**src/rtl/char_glyph_loader.sv**
```systemverilog
// char_glyph_loader: decodes host LOAD/CLEAR byte commands into 12 serial glyph pixel writes; define LOADER_COUNT_EN to add glyph_count
module char_glyph_loader #(
  parameter int CHAR_IDX_W = 6
) (
  input  logic                  clock,
  input  logic                  rst_n,
  input  logic                  in_valid,
  input  logic [7:0]            in_data,
  output logic                  in_ready,
  input  logic                  err_clr,
  output logic                  wr_en,
  output logic [CHAR_IDX_W-1:0] wr_char,
  output logic [1:0]            wr_x,
  output logic [2:0]            wr_y,
  output logic                  wr_data,
  output logic                  busy,
`ifdef LOADER_COUNT_EN
  output logic [7:0]            glyph_count,
`endif
  output logic                  err
);
  typedef enum logic [1:0] {IDLE, DATA0, DATA1, WRITE} state_t;
  state_t state;
  logic [11:0] glyph;
  logic [CHAR_IDX_W-1:0] idx;
  logic [3:0] k, kn;
  logic acc;
  assign in_ready = rst_n && state != WRITE;
  assign busy = state != IDLE;
  assign acc = in_valid && in_ready;
  assign kn = k + 4'd1;
  // command decode, data capture and the 12-cycle write sweep (k indexes the write being presented)
  always_ff @(posedge clock) begin
    if (!rst_n) begin
      state <= IDLE;
      glyph <= '0;
      idx <= '0;
      k <= '0;
      wr_en <= 1'b0;
      wr_char <= '0;
      wr_x <= '0;
      wr_y <= '0;
      wr_data <= 1'b0;
      err <= 1'b0;
`ifdef LOADER_COUNT_EN
      glyph_count <= '0;
`endif
    end else begin
      if (acc && state == IDLE && in_data[7:6] == 2'b11) err <= 1'b1;
      else if (err_clr) err <= 1'b0;
      case (state)
        IDLE: if (acc) begin
          if (in_data[7:6] == 2'b01) begin
            idx <= in_data[CHAR_IDX_W-1:0];
            state <= DATA0;
          end else if (in_data[7:6] == 2'b10) begin
            idx <= in_data[CHAR_IDX_W-1:0];
            wr_char <= in_data[CHAR_IDX_W-1:0];
            glyph <= '0;
            k <= '0;
            wr_en <= 1'b1;
            wr_x <= 2'd1;
            wr_y <= 3'd0;
            wr_data <= 1'b0;
            state <= WRITE;
          end
        end
        DATA0: if (acc) begin
          glyph[5:0] <= in_data[5:0];
          state <= DATA1;
        end
        DATA1: if (acc) begin
          glyph[11:6] <= in_data[5:0];
          wr_char <= idx;
          k <= '0;
          wr_en <= 1'b1;
          wr_x <= 2'd1;
          wr_y <= 3'd0;
          wr_data <= glyph[0];
          state <= WRITE;
        end
        WRITE: if (k == 4'd11) begin
          k <= '0;
          wr_en <= 1'b0;
          wr_x <= '0;
          wr_y <= '0;
          wr_data <= 1'b0;
          state <= IDLE;
`ifdef LOADER_COUNT_EN
          glyph_count <= glyph_count + 8'd1;
`endif
        end else begin
          k <= kn;
          wr_x <= wr_x == 2'd3 ? 2'd1 : wr_x + 2'd1;
          wr_y <= wr_x == 2'd3 ? wr_y + 3'd1 : wr_y;
          wr_data <= glyph[kn];
        end
        default: state <= IDLE;
      endcase
    end
  end
endmodule
```
**config.mk**
```make
export PLATFORM = sky130hd
export DESIGN_NAME = char_glyph_loader
export DESIGN_NICKNAME = d
export VERILOG_FILES = /design/src/rtl/char_glyph_loader.sv
export SDC_FILE = /design/constraint.sdc
export NUM_CORES = 1
export LEC_CHECK = 0
export CAP_MARGIN = 15
export CORE_ASPECT_RATIO = 0.9
export CORE_MARGIN = 2
export CORE_UTILIZATION = 58
export DETAILED_ROUTE_END_ITERATION = 8
export PLACE_DENSITY = 0.84
export SLEW_MARGIN = 20
export SYNTH_ARGS = -nofsm -noshare
export SYNTH_HDL_FRONTEND = slang
export SYNTH_SLANG_ARGS = --single-unit
```
**constraint.sdc**
```tcl
create_clock -name clock -period 6.2 [get_ports clock]
set_clock_uncertainty 0.15 [all_clocks]
set_input_delay 1.55 -clock clock [delete_from_list [all_inputs] [get_ports clock]]
set_output_delay 1.55 -clock clock [all_outputs]
set_load 0.05 [all_outputs]
```
==> results of run 1 <==
[state kept, by name, indices dropped and copies added, names as in the netlist]
register and count:
glyph 12, idx 6, wr_char 6, k 4, wr_y 3, state 2, wr_x 2, err 1
wr_data 1, wr_en 1
[where the power goes]
part           leakage, nW  total, mW  switching [mW]  internal [mW]
clock network       0.0472      0.184          0.0942         0.0894
logic                0.505      0.301           0.196          0.106
registers            0.308      0.285          0.0170          0.269
[routing by layer]
metal	vias up	global-route usage [%]	wire length (µm)
met5	-	0	0
met4	0	7.58	68
met3	8	6.21	205
met2	44	38.0	1940
met1	775	31.5	1910
li1	834	-	-
[cell type report]
class                           instances  share of cell area [%]
Timing Repair Buffer                   28                    11.6
Inverter                               10                    1.57
Tap cell                               44                    2.30
Sequential cell                        38                    31.8
Clock buffer                            6                    3.45
Clock inverter                          2                   0.523
Multi-Input combinational cell        154                    48.8
[cell usage in the layout (no fill, tap or decap), drive strengths merged, types with 2 or more instances in the layout]
cell type	synthesis	final
o31a	3	3
nand3b	2	2
o31ai	2	2
o211a	2	2
nor3	2	2
or4	3	3
nand3	3	3
a21oi	7	7
a211o	2	2
nor2	34	34
nand2b	4	4
a22oi	14	14
or3	2	2
mux2i	12	12
clkdlybuf4s50	0	27
o21bai	2	2
and3b	2	2
inv	9	9
nor4	2	2
nand2	4	4
o21ai	6	6
ha	12	12
clkinv	1	2
o21a	4	4
clkbuf	6	6
a211oi	11	11
dfxtp	38	38
mux4	3	3
nor2b	2	2
[worst max-delay path, stage by stage]
cell	delay (ps)
sky130_fd_sc_hd__clkdlybuf4s50_1	640
sky130_fd_sc_hd__clkinv_1	140
sky130_fd_sc_hd__nor2_1	110
sky130_fd_sc_hd__clkdlybuf4s50_1	810
[kinds of logic after synthesis]
group                    after synthesis
AO/OA/AOI/OAI                         59
XOR/XNOR                               2
adder cells (fa/ha/maj)               12
buffers and inverters                 22
flip-flops                            38
multiplexers                          16
AND/OR/NAND/NOR                       65
[worst paths after layout]
| kind | startpoint | endpoint | slack (ps) | depth (start not counted) |
|---|---|---|---|---|
| setup / recovery | rst_n | in_ready | 1250 | 4 |
| hold / removal | wr_en | wr_en | 340 | 2 |
| setup reg to reg | state[0] | wr_y[1] | 3740 | 6 |
| hold reg to reg | wr_en | wr_en | 340 | 2 |
==> impl_metrics.env, run 1 <==
export IMPL_outcome="finished, final reports clean"
export IMPL_synthesis_instances=214
export IMPL_rsz0062_at_grt="false"
export IMPL_max_freq_mhz=202
export IMPL_detail_route_first_pass_iterations=5
export IMPL_synthMostInstantiatedCell="sky130_fd_sc_hd__dfxtp_1"
export IMPL_grt_remaining_overflow=0
export IMPL_timing_setup_critical_path_class="in2out"
export IMPL_drt_vias_per_instance=5.89
export IMPL_yosys_warnings=0
export IMPL_synth_ff_type="sky130_fd_sc_hd__dfxtp_1"
export IMPL_post_route_period_util_pct=79.9
export IMPL_avgRoutedWirePerCell_um=14.6
export IMPL_pre_cts_slack_ps=1230
export IMPL_cellLeakagePower_nw=0.860
export IMPL_synth_xor_area_share_pct=0.865
export IMPL_post_cts_setup_buffer_count=0
export IMPL_diodes=0
export IMPL_synth_mux_area_fraction_pct=9.83
export IMPL_synthDominantAreaCellType="sky130_fd_sc_hd__dfxtp_1"
export IMPL_clk_pin_slew_ps=80
export IMPL_layout_min_cycle_time_ps=4950
export IMPL_yosysUniqueCellTypes=51
export IMPL_multi_input_comb_area_um2=1170
export IMPL_pin_count=28
export IMPL_fp_row_count=20
export IMPL_number_of_gates_resized_after_cts=0
export IMPL_cts_made_buffers=5
export IMPL_grt_first_pass_wirelength_mm=7.15
export IMPL_filler_cell_count=279
export IMPL_synth_edf_count=0
export IMPL_placement_cell_area_um2=2290
export IMPL_fin_hold_ws_ps=335
export IMPL_place_detailed_instances=274
export IMPL_floorplan_initialDensity_pct=60.4
export IMPL_gp_congestion=0.832
export IMPL_initial_antenna_violation_count=0
export IMPL_via_count_of_the_first_global_routing_pass=1568
export IMPL_post_layout_nonfiller_instances=282
export IMPL_seqCellArea_um2=761
export IMPL_synth_top_cells_by_area="sky130_fd_sc_hd__dfxtp_1 38%, sky130_fd_sc_hd__ha_1 7.4%, sky130_fd_sc_hd__nor2_1 6.1%"
export IMPL_floorplan_die_area_um2=3980
export IMPL_report_final_hold_viol_count=0
export IMPL_worst_ep_arrival_time_ps=3250
export IMPL_place_hpwl_mm=2.87
export IMPL_pwr_density_cell_nw_per_um2=322
export IMPL_critPathMaxFanout=8
export IMPL_design_core_area_um2=3350
export IMPL_groute_usage_overall_pct=23.7
export IMPL_yosysSeqAreaShare_pct=37.6
export IMPL_design_area_um2=2390
export IMPL_post_synth_instance_area_um2=2020
export IMPL_total_power_mw=0.770
export IMPL_cts_max_level=2
export IMPL_setup_total_negative_slack_ps=0
export IMPL_mappedNetlistNets=238
export IMPL_chipHeight_um=60.1
export IMPL_grt_max_degree=35
export IMPL_routed_wire_length_mm=4.12
export IMPL_final_net_count=261
export IMPL_crit_path_end_kind="primary output"
export IMPL_ir_worst_vdd_mv=0.182
export IMPL_worstSkewPairLatency_ps=300
export IMPL_synthArstFlopShare_pct=0
export IMPL_setup_slack_ps=1250
export IMPL_timing_slew_headroom_pct=49.0
export IMPL_synth_adder_area_share_pct=7.42
export IMPL_most_frequent_cells_after_synthesis="38 x sky130_fd_sc_hd__dfxtp_1, 33 x sky130_fd_sc_hd__nor2_1, 14 x sky130_fd_sc_hd__a22oi_1"
export IMPL_tightest_pin_transition_ps=764
export IMPL_final_util_pct=71.4
export IMPL_drc=0
export IMPL_setup_viol_count_final=0
export IMPL_final_layout_size_suffix_gt1_share_pct=8.40
export IMPL_holdBufCountCts=0
export IMPL_cts_sinks=38
export IMPL_synth_top_family_by_area="compound AO/OA/AOI/OAI gates"
export IMPL_clk_root_buffer_cell="sky130_fd_sc_hd__clkbuf_8"
export IMPL_cp_start_kind="input pin"
export IMPL_die_width_um=66.3
export IMPL_dr_total_vias=1661
export IMPL_tritoncts="done"
export IMPL_clk_path_buf_depth=2
export IMPL_cap_viol_max_count=0
export IMPL_post_synth_cell_area_avg_um2=9.46
export IMPL_synth_simple_gate_area_share_pct=17.2
export IMPL_synth_seq_cells=38
export IMPL_drt_iter0_drc=118
export IMPL_synth_top_cell_area_share_pct=37.6
export IMPL_port_buffers=27
export IMPL_antenna_violating_nets_post_route=0
export IMPL_drv_slew=0
export IMPL_hold_class="reg2reg"
export IMPL_post_synthesis_compound_gate_area_fraction_pct=21.9
export IMPL_cp_data_required_time_ps=4500
export IMPL_syn2layout_area_growth_pct=18.2
No activity file was read; power rests on OpenSTA's default activity.
==> inputs of run 2 (changes only) <==
CORE_UTILIZATION = 54   (was 58)
PLACE_DENSITY = 0.79   (was 0.84)
clock period = 5.1 ns   (was 6.2 ns; I/O delays follow)
==> run 2 against run 1 <==
Net effect:
- global-route usage decreased by 1.2 points
- power grew 28%
- sequential power rose by 22%
- clock-buffer cell count is the same
- critical path type unchanged
- highest routed layer unchanged
==> impl_metrics.env, run 2 (synthesis gave the netlist of run 1 again) <==
export IMPL_most_frequent_standard_cell_in_the_layout_excluding_fill_and_tap_cells="sky130_fd_sc_hd__dfxtp_1"
export IMPL_holdBufCountCts=0
export IMPL_fp_row_count=21
export IMPL_leading_registers_by_flop_count="glyph (12), idx (6), wr_char (6)"
export IMPL_via_count_of_the_first_global_routing_pass=1527
export IMPL_final_net_count=262
export IMPL_timing_setup_critical_path_class="in2out"
export IMPL_antenna_violating_nets_post_route=0
export IMPL_number_of_gates_resized_after_cts=0
export IMPL_tritoncts="done"
export IMPL_filler_cell_count=310
export IMPL_final_layout_size_suffix_gt1_share_pct=8.82
export IMPL_worst_r2r_cell_count=5
export IMPL_multi_input_comb_area_um2=1160
export IMPL_groute_usage_overall_pct=22.6
export IMPL_final_util_pct=66.4
export IMPL_cts_made_buffers=5
export IMPL_startpoint="rst_n"
export IMPL_placement_cell_area_um2=2310
export IMPL_clk_root_buffer_cell="sky130_fd_sc_hd__clkbuf_8"
export IMPL_crit_path_end_kind="primary output"
export IMPL_report_final_hold_viol_count=0
export IMPL_worstSkewPairLatency_ps=290
export IMPL_critical_path_cell_count=4
export IMPL_design_area_um2=2420
export IMPL_critPathMaxFanout=8
export IMPL_hold_class="reg2reg"
export IMPL_critPathCapture="in_ready"
export IMPL_syn2layout_area_growth_pct=19.7
export IMPL_drc=0
export IMPL_layout_min_cycle_time_ps=3870
export IMPL_dr_total_vias=1701
export IMPL_grt_max_degree=35
export IMPL_setup_viol_count_final=0
export IMPL_port_buffers=27
export IMPL_worst_path_buf_inv=3
export IMPL_cp_start_kind="input pin"
export IMPL_critical_path_reg2reg_startpoint="state[0]"
export IMPL_seqCellArea_um2=761
export IMPL_grt_first_pass_wirelength_mm=7.07
export IMPL_pwr_density_cell_nw_per_um2=406
export IMPL_avgRoutedWirePerCell_um=15.5
export IMPL_ir_worst_vdd_mv=0.221
export IMPL_die_width_um=68.5
export IMPL_post_cts_setup_buffer_count=0
export IMPL_diodes=0
export IMPL_place_hpwl_mm=3.03
export IMPL_initial_antenna_violation_count=0
export IMPL_post_route_period_util_pct=75.8
export IMPL_max_freq_mhz=259
export IMPL_critical_path_cell_chain="clkdlybuf4s50_1 > clkinv_1 > nor2_1 > buf_12"
export IMPL_floorplan_die_area_um2=4260
export IMPL_drv_slew=0
export IMPL_crit_reg2reg_capture="wr_char[1]"
export IMPL_worst_path_largest_cell_delay_ps=660
export IMPL_detail_route_first_pass_iterations=4
export IMPL_cts_sinks=38
export IMPL_tightest_pin_transition_ps=793
export IMPL_clk_path_buf_depth=2
export IMPL_floorplan_initialDensity_pct=55.4
export IMPL_pre_cts_slack_ps=1230
export IMPL_chipHeight_um=62.1
export IMPL_cap_viol_max_count=0
export IMPL_routed_wire_length_mm=4.39
export IMPL_reg2reg_slack_ps=2590
export IMPL_design_core_area_um2=3650
export IMPL_clk_pin_slew_ps=80
export IMPL_outcome="finished, final reports clean"
export IMPL_setup_total_negative_slack_ps=0
export IMPL_largest_register="glyph"
export IMPL_drt_iter0_drc=131
export IMPL_timing_slew_headroom_pct=47.1
export IMPL_cp_data_required_time_ps=3670
export IMPL_timing_critical_path_max_delay_family="buffers and inverters"
export IMPL_layout_common_cells="38 x sky130_fd_sc_hd__dfxtp_1, 33 x sky130_fd_sc_hd__nor2_1, 26 x sky130_fd_sc_hd__clkdlybuf4s50_1, 14 x sky130_fd_sc_hd__a22oi_1"
export IMPL_crit_path_top_delay_cell="sky130_fd_sc_hd__clkdlybuf4s50_1"
export IMPL_grt_remaining_overflow=0
export IMPL_drt_vias_per_instance=5.99
export IMPL_cts_max_level=2
export IMPL_largest_reg_flops=12
export IMPL_rsz0062_at_grt="false"
export IMPL_setup_slack_ps=1230
export IMPL_worst_ep_arrival_time_ps=2440
export IMPL_pin_count=28
export IMPL_gp_congestion=0.777
export IMPL_cellLeakagePower_nw=0.878
-- run 2: cell types whose count changed in the layout (fill, tap and decap cells not counted), sizes merged --
cell and change:
clkdlybuf4s50 -1, bufinv +1, clkinvlp -1, buf +2
clkinv -1
-- run 2: layer usage --
metal / wire (µm) / up-vias / track usage (%)
met5: 0 / - / 0
met4: 70 / 0 / 8.29
met3: 194 / 6 / 5.59
met2: 2090 / 38 / 37.4
met1: 2040 / 820 / 28.7
li1: - / 837 / -
-- run 2: worst register-to-register path, cell delays in order (launching register included) --
cell,delay (ps)
sky130_fd_sc_hd__dfxtp_1,360
sky130_fd_sc_hd__ha_1,390
sky130_fd_sc_hd__nand3b_1,460
sky130_fd_sc_hd__a211oi_2,750
sky130_fd_sc_hd__nor2_1,80
sky130_fd_sc_hd__a211oi_1,240
-- run 2: final cells by class --
class                      instances  share of cell area [%]
tap                               46                    2.37
clock inverter                     1                    1.24
clock buffer                       6                    3.41
inverter                          10                    1.55
multi-input combinational        154                    47.9
timing repair buffer              29                    12.2
sequential                        38                    31.4
-- run 2: report_power, final --
part           total, mW  switching, mW  internal (mW)
clock network      0.261          0.104          0.157
registers          0.349         0.0220          0.327
logic              0.375          0.243          0.133
total              0.985          0.369          0.616
-- run 2: stage by stage --
step,total power [mW],hold WS [ps],instances
6_report,0.985,333,284
5_1_grt,1.04,366,284
4_1_cts,0.988,331,284
3_5_place_dp,0.730,320,277
3_3_place_gp,0.720,306,277
2_1_floorplan,0.641,310,214
-- run 2: worst min path at each step --
stage	end	depth (start not counted)	from
after floorplan	idx[0]	2	idx[0]
after global placement	wr_en	2	wr_en
after CTS	wr_en	2	wr_en
after detailed placement	wr_en	2	wr_en
final	wr_en	2	wr_en
after global routing	wr_en	2	wr_en
==> inputs of run 3 (changes only) <==
CORE_UTILIZATION = 49   (was 54)
PLACE_DENSITY = 0.75   (was 0.79)
clock period = 3.33 ns   (was 5.1 ns; I/O delays follow)
==> run 3 against run 2 <==
Net effect:
- global-route usage shrank 2.0 points
- clock-buffer cell count is the same
- sequential share of layout area shrank 0.097 points
- sequential cell count is the same
- worst hold slack lost 7.5 ps
- combinational power grew 57%
- critical path type is now reg2out
==> impl_metrics.env, run 3 (synthesis gave the netlist of run 1 again) <==
export IMPL_gp_congestion=0.798
export IMPL_cts_max_level=2
export IMPL_diodes=0
export IMPL_syn2layout_area_growth_pct=20.1
export IMPL_die_width_um=71.8
export IMPL_ir_worst_vdd_mv=0.376
export IMPL_pin_count=28
export IMPL_tritoncts="done"
export IMPL_detail_route_first_pass_iterations=4
export IMPL_outcome="finished, final reports clean"
export IMPL_path_common_cell="sky130_fd_sc_hd__inv_1"
export IMPL_grt_first_pass_wirelength_mm=7.53
export IMPL_layout_common_cells="38 x sky130_fd_sc_hd__dfxtp_1, 33 x sky130_fd_sc_hd__nor2_1, 26 x sky130_fd_sc_hd__clkdlybuf4s50_1, 14 x sky130_fd_sc_hd__a22oi_1"
export IMPL_routed_wire_length_mm=4.37
export IMPL_tightest_pin_transition_ps=703
export IMPL_critPathMaxFanout=5
export IMPL_fin_hold_ws_ps=325
export IMPL_critical_path_cell_chain="inv_1 > ha_1 > inv_1 > clkdlybuf4s50_1"
export IMPL_clk_pin_slew_ps=80
export IMPL_pwr_density_cell_nw_per_um2=599
export IMPL_largest_reg_flops=12
export IMPL_drt_vias_per_instance=5.85
export IMPL_largest_register="glyph"
export IMPL_place_hpwl_mm=3.03
export IMPL_floorplan_initialDensity_pct=50.4
export IMPL_drc=0
export IMPL_place_detailed_instances=282
export IMPL_post_cts_setup_buffer_count=0
export IMPL_timing_setup_critical_path_class="reg2out"
export IMPL_timing_slew_headroom_pct=53.1
export IMPL_holdBufCountCts=0
export IMPL_report_final_hold_viol_count=0
export IMPL_cp_start_kind="flip-flop"
export IMPL_dr_total_vias=1697
export IMPL_rsz0062_at_grt="false"
export IMPL_max_freq_mhz=332
export IMPL_critical_path_reg2reg_startpoint="state[0]"
export IMPL_crit_reg2reg_capture="k[1]"
export IMPL_groute_usage_overall_pct=20.6
export IMPL_final_net_count=265
export IMPL_setup_viol_count_final=0
export IMPL_drv_slew=0
export IMPL_design_core_area_um2=4020
export IMPL_final_layout_size_suffix_gt1_share_pct=10.3
export IMPL_cp_data_required_time_ps=2350
export IMPL_clk_root_buffer_cell="sky130_fd_sc_hd__clkbuf_8"
export IMPL_crit_path_top_delay_cell="sky130_fd_sc_hd__clkdlybuf4s50_1"
export IMPL_final_util_pct=60.5
export IMPL_grt_remaining_overflow=0
export IMPL_avgRoutedWirePerCell_um=15.1
export IMPL_reg2reg_slack_ps=920
export IMPL_number_of_gates_resized_after_cts=0
export IMPL_port_buffers=27
export IMPL_drt_iter0_drc=77
export IMPL_antenna_violating_nets_post_route=0
export IMPL_cts_made_buffers=5
export IMPL_clk_path_buf_depth=2
export IMPL_pre_cts_slack_ps=306
export IMPL_hold_class="reg2reg"
export IMPL_worst_r2r_cell_count=7
export IMPL_via_count_of_the_first_global_routing_pass=1609
export IMPL_setup_total_negative_slack_ps=0
export IMPL_setup_slack_ps=314
export IMPL_most_frequent_standard_cell_in_the_layout_excluding_fill_and_tap_cells="sky130_fd_sc_hd__dfxtp_1"
export IMPL_initial_antenna_violation_count=0
export IMPL_cap_viol_max_count=0
export IMPL_worstSkewPairLatency_ps=290
export IMPL_chipHeight_um=65.0
export IMPL_post_route_period_util_pct=90.6
export IMPL_worst_ep_arrival_time_ps=2030
export IMPL_critPathCapture="busy"
export IMPL_worst_path_largest_cell_delay_ps=840
export IMPL_startpoint="state[0]"
export IMPL_floorplan_die_area_um2=4660
export IMPL_crit_path_end_kind="primary output"
export IMPL_fp_row_count=22
export IMPL_grt_max_degree=35
export IMPL_cts_sinks=38
export IMPL_layout_min_cycle_time_ps=3020
export IMPL_leading_registers_by_flop_count="glyph (12), idx (6), wr_char (6)"
export IMPL_post_layout_nonfiller_instances=290
export IMPL_cellLeakagePower_nw=0.883
==> run 3: cell types whose count changed in the layout (fill, tap and decap cells not counted), sizes merged <==
cell      previous run  this run
clkinv               1         2
buf                  3         6
clkinvlp             0         1
bufinv               1         0
==> run 3: worst min path at each step <==
stage          endpoint  slack, ps  cells after the start    from
2_1_floorplan    idx[0]        310                      2  idx[0]
3_3_place_gp      wr_en        320                      2   wr_en
3_5_place_dp      wr_en        320                      2   wr_en
4_1_cts           wr_en        330                      2   wr_en
5_1_grt           wr_en        340                      2   wr_en
6_report          wr_en        330                      2   wr_en
==> run 3: per-stage QoR <==
stage	cell area [µm²]	power (mW)
2_1_floorplan	2020	0.981
3_3_place_gp	2340	1.13
3_5_place_dp	2340	1.13
4_1_cts	2430	1.47
5_1_grt	2430	1.55
6_report	2430	1.46
==> run 3: per-layer routing <==
metal,GRT usage [%],routed length [µm],share of wire [%]
met1,26.4,2050,47
met2,34.4,2110,48
met3,4.20,157,3.6
met4,7.08,48,1.1
met5,0,0,0
==> run 3: layout make-up <==
type,count,area [µm²]
Clock buffer,6,82.6
Clock inverter,2,12.5
Fill cell,375,1590
Inverter,10,37.5
Multi-Input combinational cell,154,1160
Sequential cell,38,761
Tap cell,48,60.1
Timing Repair Buffer,32,318
==> run 3: critical path: cells and delay by family, from the launching register on <==
family     cells  cell delay (ps)
fa+ha+maj      1              220
flops          1              420
buf+inv        3             1110
==> run 3: power breakdown <==
part	total [mW]	internal [mW]	leakage (nW)	switching, mW
Clock	0.333	0.166	0.0472	0.167
Combinational	0.589	0.219	0.528	0.371
Sequential	0.532	0.500	0.308	0.0324
Total	1.46	0.885	0.883	0.570
